$ cat src/rtl/pipeline_hazard_ctrl.sv
`default_nettype none
// ============================================================================
// Module      : pipeline_hazard_ctrl
// Description : Hazard sequencer for the 5-stage pipeline. It drives the stage
//               enables and flushes for load-use stalls, taken branches and
//               multi-cycle data-memory waits. It also provides the EX operand
//               forwarding selects, a saturating stall-cycle counter and a
//               sticky memory-timeout flag.
// Revision    : 1.0 - initial release
// ============================================================================
module pipeline_hazard_ctrl #(
  parameter int STALL_CNT_W = 16,
  parameter int TMO_W       = 8,
  parameter int MEM_TIMEOUT = 200
) (
  input  logic                   clock,
  input  logic                   reset,
  input  logic [4:0]             id_rs,
  input  logic [4:0]             id_rt,
  input  logic                   id_uses_rt,
  input  logic                   id_ex_MemRead,
  input  logic [4:0]             id_ex_rt,
  input  logic [4:0]             ex_rs,
  input  logic [4:0]             ex_rt,
  input  logic                   ex_mem_RegWrite,
  input  logic [4:0]             ex_mem_rd,
  input  logic                   mem_wb_RegWrite,
  input  logic [4:0]             mem_wb_rd,
  input  logic                   dm_req,
  input  logic                   dm_ready,
  input  logic                   branch_taken,
  output logic                   pc_en,
  output logic                   if_id_en,
  output logic                   if_id_flush,
  output logic                   id_ex_flush,
  output logic                   ex_mem_en,
  output logic                   mem_wb_en,
  output logic [1:0]             fwd_a,
  output logic [1:0]             fwd_b,
  output logic [STALL_CNT_W-1:0] stall_count,
  output logic                   mem_err,
  output logic [1:0]             state
);

  localparam logic [1:0]       c_RUN        = 2'b00;
  localparam logic [1:0]       c_LOAD_STALL = 2'b01;
  localparam logic [1:0]       c_MEM_WAIT   = 2'b10;
  localparam logic [TMO_W-1:0] c_TIMEOUT    = TMO_W'(MEM_TIMEOUT);
  localparam logic [TMO_W-1:0] c_WAIT_ONE   = TMO_W'(1);

  logic [1:0]             r_state;
  logic [TMO_W-1:0]       r_wait_cnt;
  logic [STALL_CNT_W-1:0] r_stall_cnt;
  logic                   r_mem_err;

  logic [1:0]       w_next_state;
  logic [TMO_W-1:0] w_wait_cnt_nxt;
  logic             w_set_err;
  logic             w_mem_block;
  logic             w_load_use;
  logic             w_pc_en;
  logic             w_if_id_en;
  logic             w_ex_mem_en;
  logic             w_mem_wb_en;
  logic             w_if_id_flush;
  logic             w_id_ex_flush;
  logic [1:0]       w_fwd_a;
  logic [1:0]       w_fwd_b;

  assign w_mem_block = dm_req & ~dm_ready;
  // A load in EX whose destination (never r0) feeds a source of the ID instruction.
  assign w_load_use  = id_ex_MemRead && (id_ex_rt != 5'd0) &&
                       ((id_ex_rt == id_rs) || (id_uses_rt && (id_ex_rt == id_rt)));

  // Mealy control: memory wait beats branch flush, which beats load-use.
  always_comb begin
    w_pc_en        = 1'b1;
    w_if_id_en     = 1'b1;
    w_ex_mem_en    = 1'b1;
    w_mem_wb_en    = 1'b1;
    w_if_id_flush  = 1'b0;
    w_id_ex_flush  = 1'b0;
    w_next_state   = c_RUN;
    w_wait_cnt_nxt = '0;
    w_set_err      = 1'b0;
    if (r_state == c_MEM_WAIT) begin
      // Frozen stages still hold their instructions, so branch and load-use
      // are evaluated again after release instead of here.
      if (dm_ready) begin
        w_next_state = c_RUN;
      end else if (r_wait_cnt >= c_TIMEOUT) begin
        w_set_err    = 1'b1;
        w_next_state = c_RUN;
      end else begin
        w_pc_en        = 1'b0;
        w_if_id_en     = 1'b0;
        w_ex_mem_en    = 1'b0;
        w_mem_wb_en    = 1'b0;
        w_next_state   = c_MEM_WAIT;
        w_wait_cnt_nxt = r_wait_cnt + c_WAIT_ONE;
      end
    end else begin
      if (w_mem_block) begin
        w_pc_en        = 1'b0;
        w_if_id_en     = 1'b0;
        w_ex_mem_en    = 1'b0;
        w_mem_wb_en    = 1'b0;
        w_next_state   = c_MEM_WAIT;
        w_wait_cnt_nxt = c_WAIT_ONE;
      end else if (branch_taken) begin
        w_if_id_flush = 1'b1;
        w_id_ex_flush = 1'b1;
      end else if ((r_state != c_LOAD_STALL) && w_load_use) begin
        // The bubble cycle itself must not re-detect the same load.
        w_pc_en       = 1'b0;
        w_if_id_en    = 1'b0;
        w_id_ex_flush = 1'b1;
        w_next_state  = c_LOAD_STALL;
      end
    end
  end

  // Forwarding selects: the younger EX_MEM result takes precedence over MEM_WB.
  always_comb begin
    w_fwd_a = 2'b00;
    w_fwd_b = 2'b00;
    if (ex_mem_RegWrite && (ex_mem_rd != 5'd0) && (ex_mem_rd == ex_rs))
      w_fwd_a = 2'b10;
    else if (mem_wb_RegWrite && (mem_wb_rd != 5'd0) && (mem_wb_rd == ex_rs))
      w_fwd_a = 2'b01;
    if (ex_mem_RegWrite && (ex_mem_rd != 5'd0) && (ex_mem_rd == ex_rt))
      w_fwd_b = 2'b10;
    else if (mem_wb_RegWrite && (mem_wb_rd != 5'd0) && (mem_wb_rd == ex_rt))
      w_fwd_b = 2'b01;
  end

  // State, wait counter, sticky error and saturating stall counter.
  always_ff @(posedge clock or negedge reset) begin
    if (!reset) begin
      r_state     <= c_RUN;
      r_wait_cnt  <= '0;
      r_mem_err   <= 1'b0;
      r_stall_cnt <= '0;
    end else begin
      r_state    <= w_next_state;
      r_wait_cnt <= w_wait_cnt_nxt;
      if (w_set_err)
        r_mem_err <= 1'b1;
      if (!w_pc_en && (r_stall_cnt != {STALL_CNT_W{1'b1}}))
        r_stall_cnt <= r_stall_cnt + {{(STALL_CNT_W-1){1'b0}}, 1'b1};
    end
  end

  // Everything quiet while reset is held, independent of the clock.
  assign pc_en       = reset & w_pc_en;
  assign if_id_en    = reset & w_if_id_en;
  assign ex_mem_en   = reset & w_ex_mem_en;
  assign mem_wb_en   = reset & w_mem_wb_en;
  assign if_id_flush = reset & w_if_id_flush;
  assign id_ex_flush = reset & w_id_ex_flush;
  assign fwd_a       = reset ? w_fwd_a : 2'b00;
  assign fwd_b       = reset ? w_fwd_b : 2'b00;
  assign stall_count = r_stall_cnt;
  assign mem_err     = r_mem_err;
  assign state       = r_state;

endmodule
`default_nettype wire

$ cat config.mk
export PLATFORM = sky130hd
export DESIGN_NAME = pipeline_hazard_ctrl
export DESIGN_NICKNAME = d
export VERILOG_FILES = /design/src/rtl/pipeline_hazard_ctrl.sv
export SDC_FILE = /design/constraint.sdc
export NUM_CORES = 1
export LEC_CHECK = 0
export ABC_CLOCK_PERIOD_IN_PS = 1900
export CAP_MARGIN = 20
export CELL_PAD_IN_SITES_DETAIL_PLACEMENT = 2
export CELL_PAD_IN_SITES_GLOBAL_PLACEMENT = 2
export CORE_MARGIN = 5
export CORE_UTILIZATION = 23
export DETAILED_ROUTE_END_ITERATION = 12
export GPL_TIMING_DRIVEN = 0
export PLACE_DENSITY_LB_ADDON = 0.05
export SETUP_SLACK_MARGIN = 0.3
export SYNTH_ARGS = -nofsm -noshare
export SYNTH_HDL_FRONTEND = slang
export SYNTH_SLANG_ARGS = --single-unit
$ cat constraint.sdc
create_clock -name clock -period 1.9 [get_ports clock]
set_clock_uncertainty 0.1 [all_clocks]
set_input_delay 0.38 -clock clock [delete_from_list [all_inputs] [get_ports clock]]
set_output_delay 0.38 -clock clock [all_outputs]
set_load 0.05 [all_outputs]
==> results of run 1 <==
-- cell usage after synthesis (3+ instances only) --
| cell | number | area, um^2 |
|---|---|---|
| and2_1 | 5 | 31.28 |
| buf_4 | 3 | 22.52 |
| nor2_1 | 10 | 37.54 |
| and4_1 | 3 | 26.28 |
| xor2_1 | 26 | 227.7 |
| nand3_1 | 7 | 35.03 |
| ha_1 | 3 | 37.54 |
| xnor2_1 | 24 | 210.2 |
| nand3_2 | 8 | 80.08 |
| nand4_2 | 3 | 37.54 |
| nor4_1 | 4 | 25.02 |
| inv_1 | 4 | 15.01 |
| nor3_1 | 4 | 20.02 |
| dfrtp_1 | 27 | 675.7 |
| or4_1 | 4 | 30.03 |
| nand4_1 | 3 | 18.77 |
| and3_1 | 10 | 62.56 |
-- cells by family (layout without fill, tap and decap cells) --
group	count (synthesis)	after routing	synth area share [%]
and+or+nand+nor	74	74	27.01
xor gates and xnor gates	50	50	23.99
DFF	27	27	37.01
AOI/OAI and AO/OA	11	11	5.483
buffers and inverters	10	112	3.632
adders and majority gates	3	3	2.056
muxes	1	1	0.8222
-- metrics by stage --
stage	hold WS, ns	instance area [um^2]	total power, mW	setup WS (ns)	util, %
CTS	0.3740	3141	1.990	-0.6619	40.64
global placement	0.3382	2858	1.591	-2.716	36.98
detailed placement	0.3511	2853	1.606	-1.600	36.92
global route	0.2292	3254	2.098	-0.6690	42.11
finish	0.2394	3254	1.971	-0.5857	42.11
floorplan	-0.01559	2009	1.250	-0.4094	-
-- registers in the layout, indices dropped and copies added, names as in the netlist --
register     count
stall_count     16
r_wait_cnt       8
state            2
mem_err          1
-- final cells by class --
cell class | count | area [um^2] | share of cell area, %
Buffer | 6 | 80.08 | 2.461
Clock buffer | 4 | 45.04 | 1.384
Inverter | 4 | 15.01 | 0.4614
Multi-Input combinational cell | 139 | 1390 | 42.71
Sequential cell | 27 | 685.7 | 21.07
Tap cell | 102 | 127.6 | 3.922
Timing Repair Buffer | 98 | 910.9 | 27.99
-- critical path, cell delays in order, from the launching register on --
cell	delay, ns
dfrtp_1	0.40
o311a_1	0.37
or2_1	0.23
a21oi_2	0.15
and2b_4	0.21
nor2b_4	0.12
buf_6	0.10
buf_6	0.14
-- where the power goes --
part,internal (mW),switching (mW)
sequential,0.647,0.0902
clock,0.150,0.180
combinational,0.382,0.522
total,1.18,0.792
-- routing by layer --
layer | vias up | GRT usage (%)
li1 | 817 | -
met1 | 842 | 16.71
met2 | 37 | 21.54
met3 | 4 | 2.314
met4 | 0 | 2.206
met5 | - | 0
-- final timing paths --
path                                              start                     endpoint  slack, ns  depth (start not counted)
worst min-delay path                           dm_ready      r_wait_cnt[0]$_DFF_PN0_       0.24                          2
worst max-delay path            r_wait_cnt[4]$_DFF_PN0_                        pc_en      -0.59                          7
max in group asynchronous                         reset           state[1]$_DFF_PN0_       0.91                          3
min in group asynchronous                         reset  stall_count[13]$_DFFE_PN0P_       0.60                          3
worst max register to register  r_wait_cnt[4]$_DFF_PN0_  stall_count[10]$_DFFE_PN0P_      -0.29                         10
worst min register to register      mem_err$_DFFE_PN0P_          mem_err$_DFFE_PN0P_       0.36                          1
-- timing repair --
item / 4_1_cts / 5_1_grt
setup buffers: 15 / 8
cloned: 1 / 0
hold buffers: 2 / 0
endpoints found under the hold margin: 27 / 0
resized for setup: 246 / 73
pin swaps: 39 / 25
setup endpoints to repair: 53 / 48
==> impl_metrics.yaml, run 1 <==
pwr:
  cellPowerDensity_nw_per_um2: 605.7
  leakagePower_nw: 1.441
  vdd_ir_drop_max_mv: 0.2363
placed_design:
  portBuffers: 72
  dp.cells: 350
  gp_congestion: 0.7179
  dp_hpwl_mm: 4.420
floorplan:
  die_x_um: 99.09
  core-area_um2: 7727
  start_util_pct: 23.62
  io_pins: 73
  die-area_um2: 9819
  num_rows: 32
  die_h_um: 99.09
global_routing:
  grtUsageTotal_pct: 12.58
  grt_pass1_wl_mm: 10.05
  grt_pass1_vias: 1940
  overflow: 0
  grt_start_max_net_pins: 28
  antenna_found_initial: 0
critical_path:
  start_kind: "flip-flop"
  critPathKind: "flip-flop to primary output"
  cp_max_fo: 3
  critPathCaptureType: "primary output"
  required_ns: 1.42
  crit_arrival_ns: 2.01
route:
  dr.first_iter.drc_count: 27
  dr.pass1.iters: 3
  wl_met1_mm: 2.757
  routed-wl-met3_um: 203
  top_layer: "met4"
  dr_total_vias: 1700
  postRouteAntennaNets: 0
  via_per_inst: 4.474
  drc_errors: 0
  met2_length_mm: 3.192
  wire_per_inst_um: 16.32
  routed_wl_mm: 6.202
timing:
  setup-violations-final: 25
  period_minus_slack_ns: 2.486
  max_clock_freq_mhz: 402.3
  relSlewSlack_pct: 79.24
  fin_tns_setup_ns: -7.416
  setup_ws_ns: -0.5857
  drv_slew: 0
  grt_setup_unrepaired: "true"
  final-hold-violation-count: 0
  tightest_slew_ns: 0.3091
  fin_crit_sh_pct: 130.8
synth:
  synth_ff_type: "dfrtp_1"
  syn-cell-area_um2: 1826
  yosysUniqueCellTypes: 42
  async_reset_ff_share_pct: 100.0
  syn_inst: 176
  ys_ff_latch: 27
  synth_area_per_cell_um2: 10.37
  synth_edf_count: 0
  syn-num-nets: 223
  ys.warnings.count: 0
  yosysSeqAreaShare_pct: 37.01
clock_network:
  numCtsBuffers: 3
  cts_tree: "yes"
  root_buffer: "clkbuf_8"
  clk_pin_slew_worst_paths_ns: 0.09
  numClockSinks: 27
  clk_latency_ns: 0.27
  cts_buffer_depth: 2
  h-tree-depth: 1
final_layout:
  drive_gt1_share_pct: 52.88
  final_common_cell: "xor2_1"
  final_cell_mix: "xor2_1 (26), buf_6 (23), xnor2_1 (20), dfrtp_1 (19), dlygate4sd2_1 (18)"
  area_delta_synth_final_pct: 78.27
  num_antenna_cells: 0
  fin_cells: 380
  fillerInstances: 815
  fin_nets: 326
outcome:
  violations: "setup timing"
  outcome: "complete, but fails checks"
hold_path:
  holdCritPathClass: "input port to flip-flop"
job:
  cap_violations: 0
(Power assumes the default switching activity.)
==> inputs of run 2 (changes only) <==
--- a/config.mk
+++ b/config.mk
@@ -9,8 +9,8 @@
 export CAP_MARGIN = 20
 export CELL_PAD_IN_SITES_DETAIL_PLACEMENT = 2
 export CELL_PAD_IN_SITES_GLOBAL_PLACEMENT = 2
-export CORE_MARGIN = 5
-export CORE_UTILIZATION = 23
+export CORE_UTILIZATION = 24
+export CTS_BUF_LIST = sky130_fd_sc_hd__clkbuf_8
 export DETAILED_ROUTE_END_ITERATION = 12
 export GPL_TIMING_DRIVEN = 0
 export PLACE_DENSITY_LB_ADDON = 0.05
==> impl_metrics.yaml, run 2 (synthesis results as in run 1) <==
outcome:
  outcome: "complete, but fails checks"
  violations: "setup timing"
timing:
  tightest_slew_ns: 0.3571
  fin_tns_setup_ns: -7.886
  grt_setup_unrepaired: "true"
  relSlewSlack_pct: 76.02
  hold-worst-slack_ns: 0.06736
  setup_ws_ns: -0.6048
  period_minus_slack_ns: 2.505
  max_clock_freq_mhz: 399.2
  setup-violations-final: 25
  final-hold-violation-count: 0
  fin_crit_sh_pct: 131.8
  drv_slew: 0
global_routing:
  grt_start_max_net_pins: 28
  grt.met1_usage_pct: 22.05
  antenna_found_initial: 0
  grtUsageTotal_pct: 16.22
  grt-busiest-layer: "met2"
  grt_pass1_vias: 1847
  met2_usage_pct: 27.13
  met3_usage_pct: 2.401
  overflow: 0
  grt_pass1_wl_mm: 9.653
clock_network:
  clk_pin_slew_worst_paths_ns: 0.10
  cts_buffer_depth: 2
  numCtsBuffers: 3
  root_buffer: "clkbuf_8"
  clk_latency_ns: 0.27
  numClockSinks: 27
  h-tree-depth: 1
  cts_tree: "yes"
critical_path:
  crit_slowest_cell: "dfrtp_1"
  critPathCaptureType: "primary output"
  required_ns: 1.42
  start_kind: "flip-flop"
  critPathKind: "flip-flop to primary output"
  slowest_delay_ns: 0.40
  path_cells: "o311a_1, or2_1, a21oi_2, and2b_4, nor2b_4, buf_6, buf_8"
  crit_arrival_ns: 2.02
  cp_num_buf_inv: 2
  cp_max_fo: 3
  ff2ff_setup_slack_ns: -0.32
  cp_top_family: "simple AND/OR/NAND/NOR gates"
floorplan:
  io_pins: 73
  die-area_um2: 7959
  core-area_um2: 7292
  start_util_pct: 25.03
  num_rows: 31
  die_h_um: 89.22
  die_x_um: 89.22
placed_design:
  dp_hpwl_mm: 4.304
  portBuffers: 72
  dp.cells: 347
  gp_congestion: 0.7629
  dp_slack_ns: -1.613
  dpl_cell_area_um2: 2849
final_layout:
  largest_reg_flops: 16
  final_area_um2: 3279
  final_common_cell: "xor2_1"
  drive_gt1_share_pct: 55.64
  area_delta_synth_final_pct: 79.64
  num_antenna_cells: 0
  fin_nets: 323
  fin_cells: 374
  final_cell_mix: "xor2_1 (25), buf_6 (19), buf_2 (19), dfrtp_1 (19), xnor2_1 (17)"
route:
  dr_total_vias: 1703
  dr.first_iter.drc_count: 25
  drc_errors: 0
  dr.pass1.iters: 4
  postRouteAntennaNets: 0
  via_per_inst: 4.553
  wire_per_inst_um: 16.85
  routed_wl_mm: 6.303
pwr:
  vdd_ir_drop_max_mv: 0.6385
  cellPowerDensity_nw_per_um2: 615.0
  leakagePower_nw: 1.462
hold_path:
  holdCritPathClass: "input port to async pin"
job:
  cap_violations: 0
[run 2: cell types whose count changed in the layout (fill, tap and decap cells not counted), sizes merged, moves of 2 or more]
cell	previous run	this run
clkbuf	9	11
buf	69	65
dlymetal6s2s	0	2
clkdlybuf4s15	5	8
clkdlybuf4s18	3	1
dlygate4sd2	18	14
[run 2: layout make-up]
| class | instances | area, um^2 |
|---|---|---|
| plain buffers | 6 | 85.08 |
| clock inverters | 1 | 3.754 |
| clock buffers | 3 | 41.29 |
| well taps | 99 | 123.9 |
| fillers | 781 | 4013 |
| multi-input cells | 139 | 1445 |
| inverters | 4 | 15.01 |
| flip-flops and latches | 27 | 685.7 |
| repair buffers | 95 | 879.6 |
[run 2: where the power goes]
group / switching [mW] / leakage [nW] / internal (mW) / total [mW]
sequential: 0.107 / 0.353 / 0.647 / 0.754
clock: 0.185 / 0.0269 / 0.145 / 0.330
combinational: 0.536 / 1.08 / 0.397 / 0.933
[run 2: tightest hold or removal path, cell delays in order]
cell,delay (ns)
buf_6,0.13
buf_12,0.11
buf_12,0.18
[run 2: routing by layer]
metal	up-vias	share of wire (%)
met5	-	0
met3	2	3.7
li1	809	-
met1	852	44
met2	40	51
met4	0	0.68
[run 2: metrics by stage]
| stage | power, mW | util, % |
|---|---|---|
| finish | 2.017 | 44.97 |
| CTS | 2.011 | 43.67 |
| detailed placement | 1.607 | 39.07 |
| global placement | 1.591 | 39.14 |
| floorplan | 1.250 | - |
| global route | 2.119 | 44.97 |
[run 2: path summary, 6_finish.rpt]
path / startpoint / endpoint / depth (start not counted)
worst max-delay path: r_wait_cnt[4]$_DFF_PN0_ / pc_en / 7
worst min-delay path: reset / stall_count[3]$_DFFE_PN0P_ / 3
worst max register to register: r_wait_cnt[4]$_DFF_PN0_ / stall_count[1]$_DFFE_PN0P_ / 8
worst min register to register: mem_err$_DFFE_PN0P_ / mem_err$_DFFE_PN0P_ / 1
max in group asynchronous: reset / stall_count[8]$_DFFE_PN0P_ / 3
min in group clock: mem_err$_DFFE_PN0P_ / mem_err$_DFFE_PN0P_ / 1
[run 2: repair_timing]
action	in CTS	in global routing
gates resized for setup	246	68
endpoints found under the setup margin	53	44
buffers inserted	16	4
gates cloned	1	0
hold endpoints to repair	27	0
hold buffers	2	0
pin swaps	36	26
